[src/rtl/uart_tx_pkg.sv]
// ============================================================================
//  Module      : uart_tx_pkg
//  Description : Shared UART constants (clock, baud, frame length) and the
//                parity helper used by the transmitter. The optional parity
//                bit is selected with the UART_TX_PARITY_EN macro.
//  Revision    : 1.0 - initial release
// ============================================================================
`default_nettype none

package uart_tx_pkg;

   localparam int UART_CLK_HZ    = 12_000_000;
   localparam int UART_BAUD      = 115_200;
   localparam int UART_DATA_BITS = 8;

`ifdef UART_TX_PARITY_EN
   localparam int UART_FRAME_BITS = 11;
`else
   localparam int UART_FRAME_BITS = 10;
`endif

   function automatic logic even_parity(input logic [7:0] data);
      return ^data;
   endfunction

endpackage

`default_nettype wire

[src/rtl/uart_tx_if.sv]
// ============================================================================
//  Module      : uart_tx_if
//  Description : Byte hand-over channel into the UART transmitter
//                (valid/ready handshake plus end-of-frame pulse).
//  Revision    : 1.0 - initial release
// ============================================================================
`default_nettype none

interface uart_tx_if;
   logic       tx_valid;
   logic [7:0] tx_byte;
   logic       tx_ready;
   logic       tx_done;

   modport master (output tx_valid, output tx_byte, input tx_ready, input tx_done);
   modport slave  (input tx_valid, input tx_byte, output tx_ready, output tx_done);
endinterface

`default_nettype wire

[src/rtl/uart_baud_tick.sv]
// ============================================================================
//  Module      : uart_baud_tick
//  Description : Bit-period counter 0..CLKS_PER_BIT-1 with synchronous clear;
//                tick marks the last cycle of a bit, tick_next the one before.
//  Revision    : 1.0 - initial release
// ============================================================================
`default_nettype none

module uart_baud_tick #(
   parameter int CLKS_PER_BIT = 104
) (
   input  wire logic clk,
   input  wire logic rst,
   input  wire logic clr,
   output logic      tick,
   output logic      tick_next
);

   localparam int              CNT_W  = $clog2(CLKS_PER_BIT);
   localparam logic [CNT_W-1:0] C_LAST = CNT_W'(CLKS_PER_BIT - 1);
   localparam logic [CNT_W-1:0] C_PRE  = CNT_W'(CLKS_PER_BIT - 2);

   logic [CNT_W-1:0] r_cnt;

   always_ff @(posedge clk or posedge rst) begin
      if (rst) begin
         r_cnt <= '0;
      end else if (clr || (r_cnt == C_LAST)) begin
         r_cnt <= '0;
      end else begin
         r_cnt <= r_cnt + CNT_W'(1);
      end
   end

   assign tick      = !clr && (r_cnt == C_LAST);
   assign tick_next = !clr && (r_cnt == C_PRE);

endmodule

`default_nettype wire

[src/rtl/uart_tx.sv]
// ============================================================================
//  Module      : uart_tx
//  Description : UART transmitter: start, 8 data bits LSB first, optional even
//                parity (macro UART_TX_PARITY_EN), one stop bit.
//  Revision    : 1.0 - initial release
// ============================================================================
`default_nettype none

module uart_tx
   import uart_tx_pkg::*;
#(
   parameter int CLK_HZ = UART_CLK_HZ,
   parameter int BAUD   = UART_BAUD
) (
   input  wire logic  clk,
   input  wire logic  rst,
   uart_tx_if.slave   bus,
   output logic       tx
);

   localparam int         CLKS_PER_BIT = CLK_HZ / BAUD;
   localparam logic [2:0] C_LAST_BIT   = 3'(UART_DATA_BITS - 1);

   typedef enum logic [2:0] {
      S_IDLE   = 3'd0,
      S_START  = 3'd1,
      S_DATA   = 3'd2,
`ifdef UART_TX_PARITY_EN
      S_PARITY = 3'd4,
`endif
      S_STOP   = 3'd3
   } state_t;

   state_t     r_state;
   logic [7:0] r_shreg;
   logic [2:0] r_bit_idx;
   logic       r_tx;
   logic       r_ready;
   logic       r_done;
`ifdef UART_TX_PARITY_EN
   logic       r_parity;
`endif

   logic w_accept;
   logic w_tick;
   logic w_tick_next;

   assign w_accept = bus.tx_valid && r_ready;

   // Counter is held at zero while idle so every frame starts phase-aligned.
   uart_baud_tick #(
      .CLKS_PER_BIT (CLKS_PER_BIT)
   ) u_baud (
      .clk       (clk),
      .rst       (rst),
      .clr       (r_state == S_IDLE),
      .tick      (w_tick),
      .tick_next (w_tick_next)
   );

   always_ff @(posedge clk or posedge rst) begin
      if (rst) begin
         r_state   <= S_IDLE;
         r_shreg   <= '0;
         r_bit_idx <= '0;
         r_tx      <= 1'b1;
         r_ready   <= 1'b1;
         r_done    <= 1'b0;
`ifdef UART_TX_PARITY_EN
         r_parity  <= 1'b0;
`endif
      end else begin
         r_done <= 1'b0;
         case (r_state)
            S_IDLE: begin
               if (w_accept) begin
                  r_shreg   <= bus.tx_byte;
                  r_bit_idx <= '0;
                  r_tx      <= 1'b0;
                  r_ready   <= 1'b0;
                  r_state   <= S_START;
`ifdef UART_TX_PARITY_EN
                  r_parity  <= even_parity(bus.tx_byte);
`endif
               end
            end
            S_START: begin
               if (w_tick) begin
                  r_tx    <= r_shreg[0];
                  r_state <= S_DATA;
               end
            end
            S_DATA: begin
               if (w_tick) begin
                  if (r_bit_idx == C_LAST_BIT) begin
`ifdef UART_TX_PARITY_EN
                     r_tx    <= r_parity;
                     r_state <= S_PARITY;
`else
                     r_tx    <= 1'b1;
                     r_state <= S_STOP;
`endif
                  end else begin
                     r_shreg   <= r_shreg >> 1;
                     r_tx      <= r_shreg[1];
                     r_bit_idx <= r_bit_idx + 3'd1;
                  end
               end
            end
`ifdef UART_TX_PARITY_EN
            S_PARITY: begin
               if (w_tick) begin
                  r_tx    <= 1'b1;
                  r_state <= S_STOP;
               end
            end
`endif
            S_STOP: begin
               // Registered pulse lands on the final stop-bit cycle.
               if (w_tick_next) begin
                  r_done <= 1'b1;
               end
               if (w_tick) begin
                  r_ready <= 1'b1;
                  r_state <= S_IDLE;
               end
            end
            default: begin
               r_tx    <= 1'b1;
               r_ready <= 1'b1;
               r_state <= S_IDLE;
            end
         endcase
      end
   end

   assign tx           = r_tx;
   assign bus.tx_ready = r_ready;
   assign bus.tx_done  = r_done;

endmodule

`default_nettype wire

[src/flat_wrapper.sv]
// flat-port wrapper written by rule: the top's interface ports become plain ports
module uart_tx_flat import uart_tx_pkg::*;
#(
   parameter int CLK_HZ = UART_CLK_HZ,
   parameter int BAUD   = UART_BAUD
)
  (clk, rst, tx, bus_tx_valid, bus_tx_byte, bus_tx_ready, bus_tx_done);
  uart_tx_if bus_i ();
  input  wire logic clk;
  input  wire logic rst;
  output logic tx;
  input wire logic [$bits(bus_i.tx_valid)-1:0] bus_tx_valid;
  input wire logic [$bits(bus_i.tx_byte)-1:0] bus_tx_byte;
  output wire logic [$bits(bus_i.tx_ready)-1:0] bus_tx_ready;
  output wire logic [$bits(bus_i.tx_done)-1:0] bus_tx_done;
  assign bus_i.tx_valid = bus_tx_valid;
  assign bus_i.tx_byte = bus_tx_byte;
  assign bus_tx_ready = bus_i.tx_ready;
  assign bus_tx_done = bus_i.tx_done;
  uart_tx #(.CLK_HZ(CLK_HZ), .BAUD(BAUD)) u_core (.clk(clk), .rst(rst), .bus(bus_i), .tx(tx));
endmodule
[config.mk]
export PLATFORM = sky130hd
export DESIGN_NAME = uart_tx_flat
export DESIGN_NICKNAME = d
export VERILOG_FILES = /design/src/rtl/uart_tx_pkg.sv /design/src/rtl/uart_tx_if.sv /design/src/rtl/uart_baud_tick.sv /design/src/rtl/uart_tx.sv /design/src/flat_wrapper.sv
export SDC_FILE = /design/constraint.sdc
export NUM_CORES = 1
export LEC_CHECK = 0
export CORE_MARGIN = 2
export CORE_UTILIZATION = 45
export DETAILED_ROUTE_END_ITERATION = 6
export PLACE_DENSITY = 0.66
export REMOVE_ABC_BUFFERS = 1
export SYNTH_ARGS = -nofsm -noshare
export SYNTH_HDL_FRONTEND = slang
export SYNTH_SLANG_ARGS = --single-unit
[constraint.sdc]
create_clock -name clk -period 2.5 [get_ports clk]
set_input_delay 0.5 -clock clk [delete_from_list [all_inputs] [get_ports clk]]
set_output_delay 0.5 -clock clk [all_outputs]
set_load 0.01 [all_outputs]
==> results.ini, run 1 <==
[die]
initial_core_util_pct=48.5
die_y_um=56.4
dieWidth_um=56.4
dieArea_um2=3180
rows=18
num_io_pins=14
core_um2=2540

[synthesis]
synth-edff-count=0
synthTopCellsByCount=dfrtp_1 (21), nand2_1 (12), nor2_1 (10)
ys.flop_type=dfrtp_1
yosysMostFrequentCell=dfrtp_1
synth.top_cell.area_share_pct=42.6
yosysWarningCount=0
synth_area_per_cell_um2=10.3
synthArstFlopShare_pct=100
synth-seq-cells=23
synth_cells=120
synth-seq-area-share_pct=46.9
syn-cell-area_um2=1230
yosys-top-cells-area=dfrtp_1 (43%), ha_1 (9.1%), mux2i_1 (6.5%)
synth.distinct_cells=31
yosysTopAreaCell=dfrtp_1

[power]
netSwitchingPower_uw=134
internal_power_uw=459
ir_drop_uv=326
power_frac_seq_pct=64.5
clockPowerShare_pct=29.6
power_density_nw_per_um2=418
p_leak_uw=0.000651
switching_share_pct=22.6
pwr-share-comb_pct=5.9

[sta]
clock.fmax_mhz=479
rsz0062_at_grt=no
finalCritPeriodShare_pct=83.6
finalWorstSetupSlack_ns=0.410
setup_viol=0
min_period_ns=2.09
finClkSkew_ns=0.0231
hold_violations=0
worstMarginPinSlew_ns=0.297
fin_setup_tns_ns=0
maxSlewHeadroom_pct=80.2
drv_slew=0

[layout]
multiInputGateArea_um2=603
nNetsFinal=157
register_area_um2=578
antenna_cells=0
area_delta_synth_final_pct=14.9
final_area_um2=1420
drive_gt1_share_pct=11.0
fill_cells=234

[route]
num_vias=883
wl_per_cell_um=12.5
finalWirelength_mm=2.08
initialDrtViolationCount=16
drtAntennaViolNets=0
vias_per_cell=5.32
first_pass_iters=3
drc_errors=0

[setup_path]
slowest_stage=or4b_4
regToRegSetupSlack_ns=0.41
cp_max_fo=9
startpoint_type=flip-flop
crit_type=flip-flop to flip-flop
cp_num_buf_inv=1
path_delay_family=simple AND/OR/NAND/NOR gates
crit_arrival_ns=2.28
path_cells=inv_1 -> ha_1 -> or4b_4 -> or3_4 -> nand3_1 -> o21ai_0
worstPathRequired_ns=2.69
cp_slowest_stage_delay_ns=0.58
end_kind=flip-flop

[placed_design]
portBuffers=13
pre_cts_slack_ns=0.447
dp_hpwl_mm=1.51
gp_congestion=0.768
dpl_cell_area_um2=1390

[clocking]
cts_tree=yes
clk_root_buffer_cell=clkbuf_4
cts_num_sinks=23
insertion_delay_ns=0.32
ctsResizeCount=0
cts_made_buffers=3
post_cts_buffers=0
cts.clk_slew.worst_paths_ns=0.14
postCtsHoldBufs=0
htreeDepth=1
cts_buffer_depth=2

[global_route]
grt_overflow=0
first_global_vias=910
antenna_found_initial=0
grt_first_pass_wirelength_mm=3.81
grt_max_degree=24
grt.total_usage_pct=15.0

[run]
cap_viol_max_count=0

[run_status]
status=finished, final reports clean

[min_path]
hp-class=flip-flop to flip-flop

-- placed cells by master, fill, tap and decap left out --
cell | Yosys | routed
a21boi_0 | 1 | 1
a21oi_1 | 3 | 3
a2bb2oi_1 | 1 | 1
buf_4 | 0 | 2
clkbuf_4 | 0 | 3
clkdlybuf4s50_1 | 0 | 13
clkinv_2 | 0 | 1
dfrtp_1 | 21 | 21
dfstp_2 | 2 | 2
ha_1 | 9 | 9
inv_1 | 7 | 7
mux2_2 | 2 | 2
mux2i_1 | 8 | 8
nand2_1 | 12 | 12
nand2b_1 | 5 | 5
nand3_1 | 5 | 5
nand4_1 | 1 | 1
nand4b_1 | 1 | 1
nor2_1 | 10 | 10
nor2b_1 | 1 | 1
nor3_1 | 1 | 1
o21ai_0 | 5 | 5
o21ai_1 | 9 | 9
o21ai_2 | 1 | 1
o21bai_1 | 2 | 2
o31a_4 | 1 | 1
o31ai_1 | 1 | 1
or2_2 | 1 | 1
or3_1 | 1 | 1
or3_4 | 1 | 1
or4b_4 | 1 | 1
xnor2_1 | 2 | 2
xor2_1 | 2 | 2
-- sequential cells by signal (all words and copies together), names as in the netlist --
signal / count
u_core.tx: 1
u_core.bus.tx_done: 1
u_core.bus.tx_ready: 1
u_core.r_state: 2
u_core.u_baud.r_cnt: 7
u_core.r_shreg: 8
u_core.r_bit_idx: 3
-- power groups by stage --
stage          Clock, uW  Sequential, uW  Combinational [uW]
4_1_cts              183             382                36.4
6_report             175             382                35.3
3_3_place_gp           0             389                35.2
2_1_floorplan          0             388                15.4
3_5_place_dp           0             389                36.3
5_1_grt              198             383                40.5
-- final timing paths --
path / from / end / cells after the start
setup / recovery: u_core.r_state[1]$_DFFE_PP0P_ / u_core.r_bit_idx[2]$_DFFE_PP0P_ / 6
hold / removal: u_core.r_bit_idx[0]$_DFFE_PP0P_ / u_core.r_bit_idx[0]$_DFFE_PP0P_ / 1
setup reg to reg: u_core.r_state[1]$_DFFE_PP0P_ / u_core.r_bit_idx[2]$_DFFE_PP0P_ / 6
hold reg to reg: u_core.r_bit_idx[0]$_DFFE_PP0P_ / u_core.r_bit_idx[0]$_DFFE_PP0P_ / 1
max in group asynchronous: rst / u_core.tx$_DFFE_PP1P_ / 3
min in group asynchronous: rst / u_core.r_shreg[6]$_DFFE_PP0P_ / 3
-- final cells by class --
| cell class | count | area share (%) |
|---|---|---|
| well taps | 30 | 2.65 |
| multi-input cells | 87 | 42.5 |
| clock inverters | 1 | 0.353 |
| repair buffers | 15 | 10.2 |
| inverters | 7 | 1.85 |
| clock buffers | 3 | 1.59 |
| flip-flops and latches | 23 | 40.8 |
-- routing by layer --
layer / GRT usage [%] / routed length [um]
met5: 0 / 0
met1: 18.2 / 984
met3: 5.53 / 88
met2: 25.7 / 976
met4: 3.06 / 25
-- metrics by stage --
step	cells	power (uW)	hold slack (ns)	util (%)
6_report	166	593	0.491	55.7
4_1_cts	166	601	0.492	55.7
3_3_place_gp	162	424	0.469	54.6
5_1_grt	166	622	0.527	55.7
3_5_place_dp	162	426	0.472	54.6
2_1_floorplan	117	404	0.450	-
-- worst reg2reg max path: stages (launching register included) --
cell	delay (ns)
dfrtp_1	0.44
inv_1	0.09
ha_1	0.29
or4b_4	0.58
or3_4	0.37
nand3_1	0.09
o21ai_0	0.09
-- kinds of logic after synthesis --
group	count (synthesis)	share of synthesized area [%]
xor gates and xnor gates	4	2.84
muxes	10	8.32
and+or+nand+nor	40	16.4
buffers and inverters	10	4.26
AOI/OAI and AO/OA	24	12.2
adders and majority gates	9	9.13
DFF	23	46.9
Note: power is estimated with default switching activity, not from simulation.
==> inputs of run 2 (changes only) <==
- clock period: 2.5 -> 2.09 ns (I/O delays scaled with it)
==> run 2 against run 1 <==
Sequential cell count unchanged. Via count shrank 4.1%. Design area is 0.44% higher. Clock power increased by 14%. Die area is the same. Worst setup slack got worse by 0.28 ns. Register-to-register slack got worse by 0.28 ns. Sequential power increased by 20%. Sequential share of layout area shrank 0.18 points. Non-clock buffer count grew 1. Hold slack worse by 0.040 ns. Combinational power increased by 20%. Critical path type unchanged. Critical endpoint is now u_core.r_bit_idx[1]$_DFFE_PP0P_. Largest cell class unchanged. Largest power group unchanged.
==> results.ini, run 2 (synthesis results as in run 1) <==
[run]
cap_viol_max_count=0

[placed_design]
gp_congestion=0.767
dpl_cell_area_um2=1400
portBuffers=13
place_inst=163
dp_hpwl_mm=1.63

[sta]
fin_setup_tns_ns=0
worstMarginPinSlew_ns=0.295
finClkSkew_ns=0.0107
finalCritPeriodShare_pct=94.0
setup_viol=0
min_period_ns=1.96
maxSlewHeadroom_pct=80.4
hold_violations=0
rsz0062_at_grt=no
clock.fmax_mhz=509
drv_slew=0

[route]
vias_per_cell=5.07
drc_errors=0
num_vias=847
finalWirelength_mm=2.09
initialDrtViolationCount=24
first_pass_iters=4
wl_per_cell_um=12.5
drtAntennaViolNets=0

[die]
rows=18
num_io_pins=14
dieWidth_um=56.4
die_y_um=56.4
core_um2=2540
initial_core_util_pct=48.5
dieArea_um2=3180

[power]
total_power_uw=699
power_density_nw_per_um2=491
ir_drop_uv=408
p_leak_uw=0.000654

[global_route]
grt_first_pass_wirelength_mm=3.85
antenna_found_initial=0
grt_max_degree=24
first_global_vias=871
grt_overflow=0
grt.total_usage_pct=15.3

[setup_path]
startpoint_type=flip-flop
cp_max_fo=5
end_kind=flip-flop
worstPathRequired_ns=2.28
crit_arrival_ns=2.15
crit_type=flip-flop to flip-flop

[clocking]
cts_tree=yes
insertion_delay_ns=0.30
postCtsHoldBufs=0
cts_num_sinks=23
post_cts_buffers=0
ctsResizeCount=0
htreeDepth=1
cts_buffer_depth=2
cts.clk_slew.worst_paths_ns=0.13
clk_root_buffer_cell=clkbuf_4
cts_made_buffers=3

[layout]
top_regs=u_core.r_shreg x8, u_core.u_baud.r_cnt x7, u_core.r_bit_idx x3
top_register=u_core.r_shreg
largest_reg_flops=8
nNetsFinal=158
area_delta_synth_final_pct=15.4
final_area_um2=1420
mostFrequentLayoutCell=dfrtp_1
drive_gt1_share_pct=10.9
antenna_cells=0
finalNonFillerCells=167
layout_common_cells=dfrtp_1 (21), clkdlybuf4s50_1 (13), nand2_1 (12)

[min_path]
hp-class=primary input to asynchronous set/reset pin

[run_status]
status=finished, final reports clean

==> run 2: changes by cell type in the layout (fill, tap and decap cells not counted), sizes merged <==
cell,change
buf,+1
clkinv,-1
clkbuf,+1
==> run 2: area by class of cell <==
type | instances | area (um2)
Fill cell | 223 | 1120
Multi-Input combinational cell | 87 | 603
Sequential cell | 23 | 578
Timing Repair Buffer | 16 | 153
Tap cell | 30 | 37.5
Clock buffer | 4 | 26.3
Inverter | 7 | 26.3
==> run 2: worst max-delay path, stage by stage, from the launching register on <==
cell and delay [ns]:
dfrtp_1 0.43, inv_1 0.10, ha_1 0.23, or4b_4 0.55, or3_4 0.37, nand3_1 0.09, o21ai_0 0.09
==> run 2: layer usage <==
layer / vias to the layer above / global-route usage, % / wire length [um]
met5: - / 0 / 0
met4: 0 / 4.08 / 15
met3: 2 / 3.69 / 54
met2: 8 / 26.2 / 999
met1: 397 / 19.3 / 1020
li1: 440 / - / -
==> run 2: path summary, 6_finish.rpt <==
check                      slack (ns)                               to  cells past startpoint                             from
max                              0.13  u_core.r_bit_idx[1]$_DFFE_PP0P_                      6    u_core.r_state[0]$_DFFE_PP0P_
min                              0.45    u_core.r_shreg[2]$_DFFE_PP0P_                      3                              rst
max reg2reg                      0.13  u_core.r_bit_idx[1]$_DFFE_PP0P_                      6    u_core.r_state[0]$_DFFE_PP0P_
min reg2reg                      0.49  u_core.r_bit_idx[0]$_DFFE_PP0P_                      1  u_core.r_bit_idx[0]$_DFFE_PP0P_
max in group asynchronous        1.36  u_core.bus.tx_ready$_DFFE_PP1P_                      3                              rst
min in group clk                 0.49  u_core.r_bit_idx[0]$_DFFE_PP0P_                      1  u_core.r_bit_idx[0]$_DFFE_PP0P_
==> run 2: stage by stage <==
stage / hold slack, ns / setup slack (ns) / utilization (%)
CTS: 0.460 / 0.120 / 55.9
global placement: 0.468 / 0.219 / 54.9
global route: 0.504 / 0.0127 / 55.9
floorplan: 0.418 / 0.197 / -
detailed placement: 0.483 / 0.147 / 54.9
finish: 0.451 / 0.126 / 55.9
==> run 2: where the power goes <==
part,internal [uW],leakage [uW],switching (uW)
registers,453,0.000260,4.15
clock network,74.3,0.0000150,125
logic,24.2,0.000379,18.0
==> patch 1: new RTL, flow settings as in run 1 <==
The option `UART_TX_PARITY_EN` is turned on by a define.
--- a/src/rtl/uart_tx_pkg.sv
+++ b/src/rtl/uart_tx_pkg.sv
@@ -6,6 +6,8 @@
 //  Revision    : 1.0 - initial release
 // ============================================================================
 `default_nettype none
+
+`define UART_TX_PARITY_EN
 
 package uart_tx_pkg;
 
Formal check against the unedited RTL: no difference found for any inputs over 10 cycles, from zero or initial values and one cycle with rst high; that may be too few to reach the edited logic, so the function may still have changed.
==> patch 1 against run 1 <==
- routed wire length up 16%
- area after synthesis up 6.9%
- sequential cell count up 2
- sequential power up 6.0%
- setup slack better by 0.0034 ns
- total power up 7.8%
- final area up 8.6%
- fmax up 0.16%
- largest power group unchanged
==> patch 1: results (changes against run 1) <==
cells_and_area:
  seq_share_pct: 40.8  # about the same
  reg.largest.list: "u_core.r_shreg: 8 flops, u_core.u_baud.r_cnt: 7 flops"  # was u_core.r_shreg: 8 flops, u_core.u_baud.r_cnt: 7 flops, u_core.r_bit_idx: 3 flops
  buffer_area_share_pct: 11.9  # was 10.2%
  final_nets: 169  # was 157
  inverters_excl_clock: 4  # was 7
  nFillCells: 270  # was 234
  buffers: 20  # was 15
  comb.multi_input.count: 100  # was 87
  multi_input_area_um2: 648  # was 603 um^2
power_and_ir_drop:
  pg_seq_uw: 405  # was 382 uW
  p_clk_share_pct: 28.5  # was 29.6%
  swShare_pct: 22.3  # was 22.6%
worst_hold_path:
  holdPathEnd: "u_core.u_baud.r_cnt[0]"  # was u_core.r_bit_idx[0]
  min_from: "u_core.u_baud.r_cnt[0]"  # was u_core.r_bit_idx[0]
setup_path:
  worstSetupStartpoint: "u_core.u_baud.r_cnt[0]"  # was u_core.r_state[1]
  r2r_end: "u_core.tx"  # was u_core.r_bit_idx[2]
  crit_arrival_ns: 2.35  # was 2.28 ns
  crit_fanout: 4  # was 9
  slowest_stage: "or4_4"  # was or4b_4
  timing.rr.start: "u_core.u_baud.r_cnt[0]"  # was u_core.r_state[1]
  cpPeakStageDelay_ns: 0.51  # was 0.58 ns
sta:
  period_share_pct: 83.5  # was 83.6%
  worstMarginPinSlew_ns: 0.825  # was 0.297 ns
  hold_ws_ns: 0.497  # was 0.491 ns
detailed_routing:
  drt_iter0_drc: 6  # was 16
  dr.pass1.iters: 4  # was 3
  routedWlPerCell_um: 13.1  # was 12.5 um
global_routing:
  grt_pass1_vias: 1004  # was 910
  grt_max_degree: 26  # was 24
  grtUsageTotal_pct: 16.8  # was 15.0%
  grt_first_pass_wirelength_um: 4260  # was 3810 um
synthesis:
  synth_area_leaders: "dfrtp_1 44%, xnor2_1 6.6%, nand2_1 5.4%"  # was dfrtp_1 43%, ha_1 9.1%, mux2i_1 6.5%
  synthTopCellsByCount: "23 x dfrtp_1, 19 x nand2_1, 14 x nor2_1"  # was 21 x dfrtp_1, 12 x nand2_1, 10 x nor2_1
  ys_seq_area_share_pct: 47.6  # was 46.9%
  synth_top_area_share_pct: 43.6  # was 42.6%
placed_design:
  routabilityCongestion: 0.769  # was 0.768
outcome:
  status: "completed"  # unchanged
## patch 1: layer usage
layer | up-vias | wire length, um | track usage [%]
li1 | 502 | - | -
met2 | 11 | 1160 | 28.7
met3 | 2 | 75 | 4.69
met1 | 468 | 1160 | 20.7
met5 | - | 0 | 0
met4 | 0 | 24 | 4.98
## patch 1: through the flow
stage	cell area, um^2	util [%]	power [mW]	instances
floorplan	1290	-	0.441	129
global placement	1510	54.4	0.465	180
detailed placement	1510	54.4	0.466	180
CTS	1540	55.3	0.650	184
global route	1540	55.3	0.676	184
finish	1540	55.3	0.639	184
## patch 1: kinds of logic after synthesis
group | Yosys count | synth area share, %
AND/OR/NAND/NOR | 48 | 17.3
buffers and inverters | 10 | 3.23
adder cells (fa/ha/maj) | 4 | 3.80
XOR/XNOR | 12 | 7.97
flip-flops | 25 | 47.6
multiplexers | 9 | 7.02
AO/OA/AOI/OAI | 27 | 13.1
==> patch 2: new RTL, flow settings as in run 1 <==
Without the edit above. Make the reset (`rst`) synchronous in 2 clocked blocks.
--- a/src/rtl/uart_baud_tick.sv
+++ b/src/rtl/uart_baud_tick.sv
@@ -22,7 +22,7 @@
 
    logic [CNT_W-1:0] r_cnt;
 
-   always_ff @(posedge clk or posedge rst) begin
+   always_ff @(posedge clk) begin
       if (rst) begin
          r_cnt <= '0;
       end else if (clr || (r_cnt == C_LAST)) begin
--- a/src/rtl/uart_tx.sv
+++ b/src/rtl/uart_tx.sv
@@ -58,7 +58,7 @@
       .tick_next (w_tick_next)
    );
 
-   always_ff @(posedge clk or posedge rst) begin
+   always_ff @(posedge clk) begin
       if (rst) begin
          r_state   <= S_IDLE;
          r_shreg   <= '0;
Check against the original RTL: differs if rst is asserted again (counterexample within 4 cycles, from zero or initial values and one cycle with rst high); with rst held inactive, the same outputs for 10 cycles.
==> patch 2 against run 1 <==
- area after synthesis up 0.10%
- sequential cell count unchanged
- final area down 0.35%
- routed wire length up 3.6%
- setup slack better by 0.027 ns
- core utilization down 0.20 points
- die area about the same
- critical endpoint is now u_core.r_bit_idx[0]
Power is not compared: it rests on default switching activity, and its combinational part moved more than twofold at a synthesized area within 25%.
==> patch 2: results (changes against run 1) <==
setup_path:
  cpPeakStageDelay_ns: 0.61  # was 0.58 ns
  r2r_end: "u_core.r_bit_idx[0]"  # was u_core.r_bit_idx[2]
  critPathTopFamily: "compound AO/OA/AOI/OAI gates"  # was simple AND/OR/NAND/NOR gates
  crit_arrival_ns: 2.26  # was 2.28 ns
  slowest_stage: "o31ai_4"  # was or4b_4
  timing.rr.start: "u_core.r_state[0]"  # was u_core.r_state[1]
  crit_fanout: 16  # was 9
  r2r_slack_ns: 0.44  # was 0.41 ns
synthesis:
  synth_cell_types: 36  # was 31
  ys_async_sr_fraction_pct: 0  # was 100%
  synthMuxAreaShare_pct: 9.12  # was 8.32%
  synth_compound_area_share_pct: 14.4  # was 12.2%
  synthTopCellsByCount: "23 x dfxtp_1, 17 x nor2_1, 9 x ha_1, 9 x mux2i_1, 6 x nand3_1"  # was 21 x dfrtp_1, 12 x nand2_1, 10 x nor2_1
  ys_seq_area_share_pct: 37.3  # was 46.9%
  synthAdderAreaFrac_pct: 9.12  # was 9.13%
worst_hold_path:
  min_from: "u_core.u_baud.r_cnt[0]"  # was u_core.r_bit_idx[0]
  holdPathEnd: "u_core.u_baud.r_cnt[0]"  # was u_core.r_bit_idx[0]
sta:
  hold_ws_ns: 0.479  # was 0.491 ns
  fin_crit_ns: 2.06  # was 2.09 ns
detailed_routing:
  dr.pass1.iters: 4  # was 3
  dr_total_vias: 913  # was 883
  wirelength_um: 2150  # was 2080 um
cells_and_area:
  final_nets: 162  # was 157
placed_design:
  place_ws_ns: 0.286  # was 0.447 ns
  placedInstanceArea_um2: 1390  # about the same
global_routing:
  grt_max_degree: 17  # was 24
  grt_pass1_vias: 865  # was 910
  grt_first_pass_wirelength_um: 3800  # was 3810 um
outcome:
  status: "completed"  # unchanged
==> patch 2: cell count changes after synthesis, moves of 3 or more <==
cell	run 1	this run
dfxtp_1	0	23
dfrtp_1	21	0
o21ai_1	9	0
nand2_1	12	5
nor2_1	10	17
a211oi_1	0	5
and3_1	0	3
clkbuf_1	0	3
inv_1	7	4
nor3_1	1	4
==> patch 2: power groups by stage <==
stage | clock network, mW | registers [mW] | logic [mW]
after floorplan | 0 | 0.518 | 0.391
after global placement | 0 | 0.520 | 0.518
after detailed placement | 0 | 0.526 | 0.532
after CTS | 0.182 | 0.517 | 0.537
after global routing | 0.191 | 0.530 | 0.587
final | 0.172 | 0.516 | 0.531
==> patch 2: final cells by class <==
class	instances	area [um^2]
tap	30	37.5
clock buffer	3	22.5
clock inverter	1	5.00
fill	229	1130
multi-input combinational	95	727
timing repair buffer	15	145
inverter	4	15.0
sequential	23	460
==> patch 2: per-layer routing <==
metal	track usage, %	routed length [um]
met5	0	0
met4	5.10	34
met3	4.84	86
met2	23.7	926
met1	19.3	1100
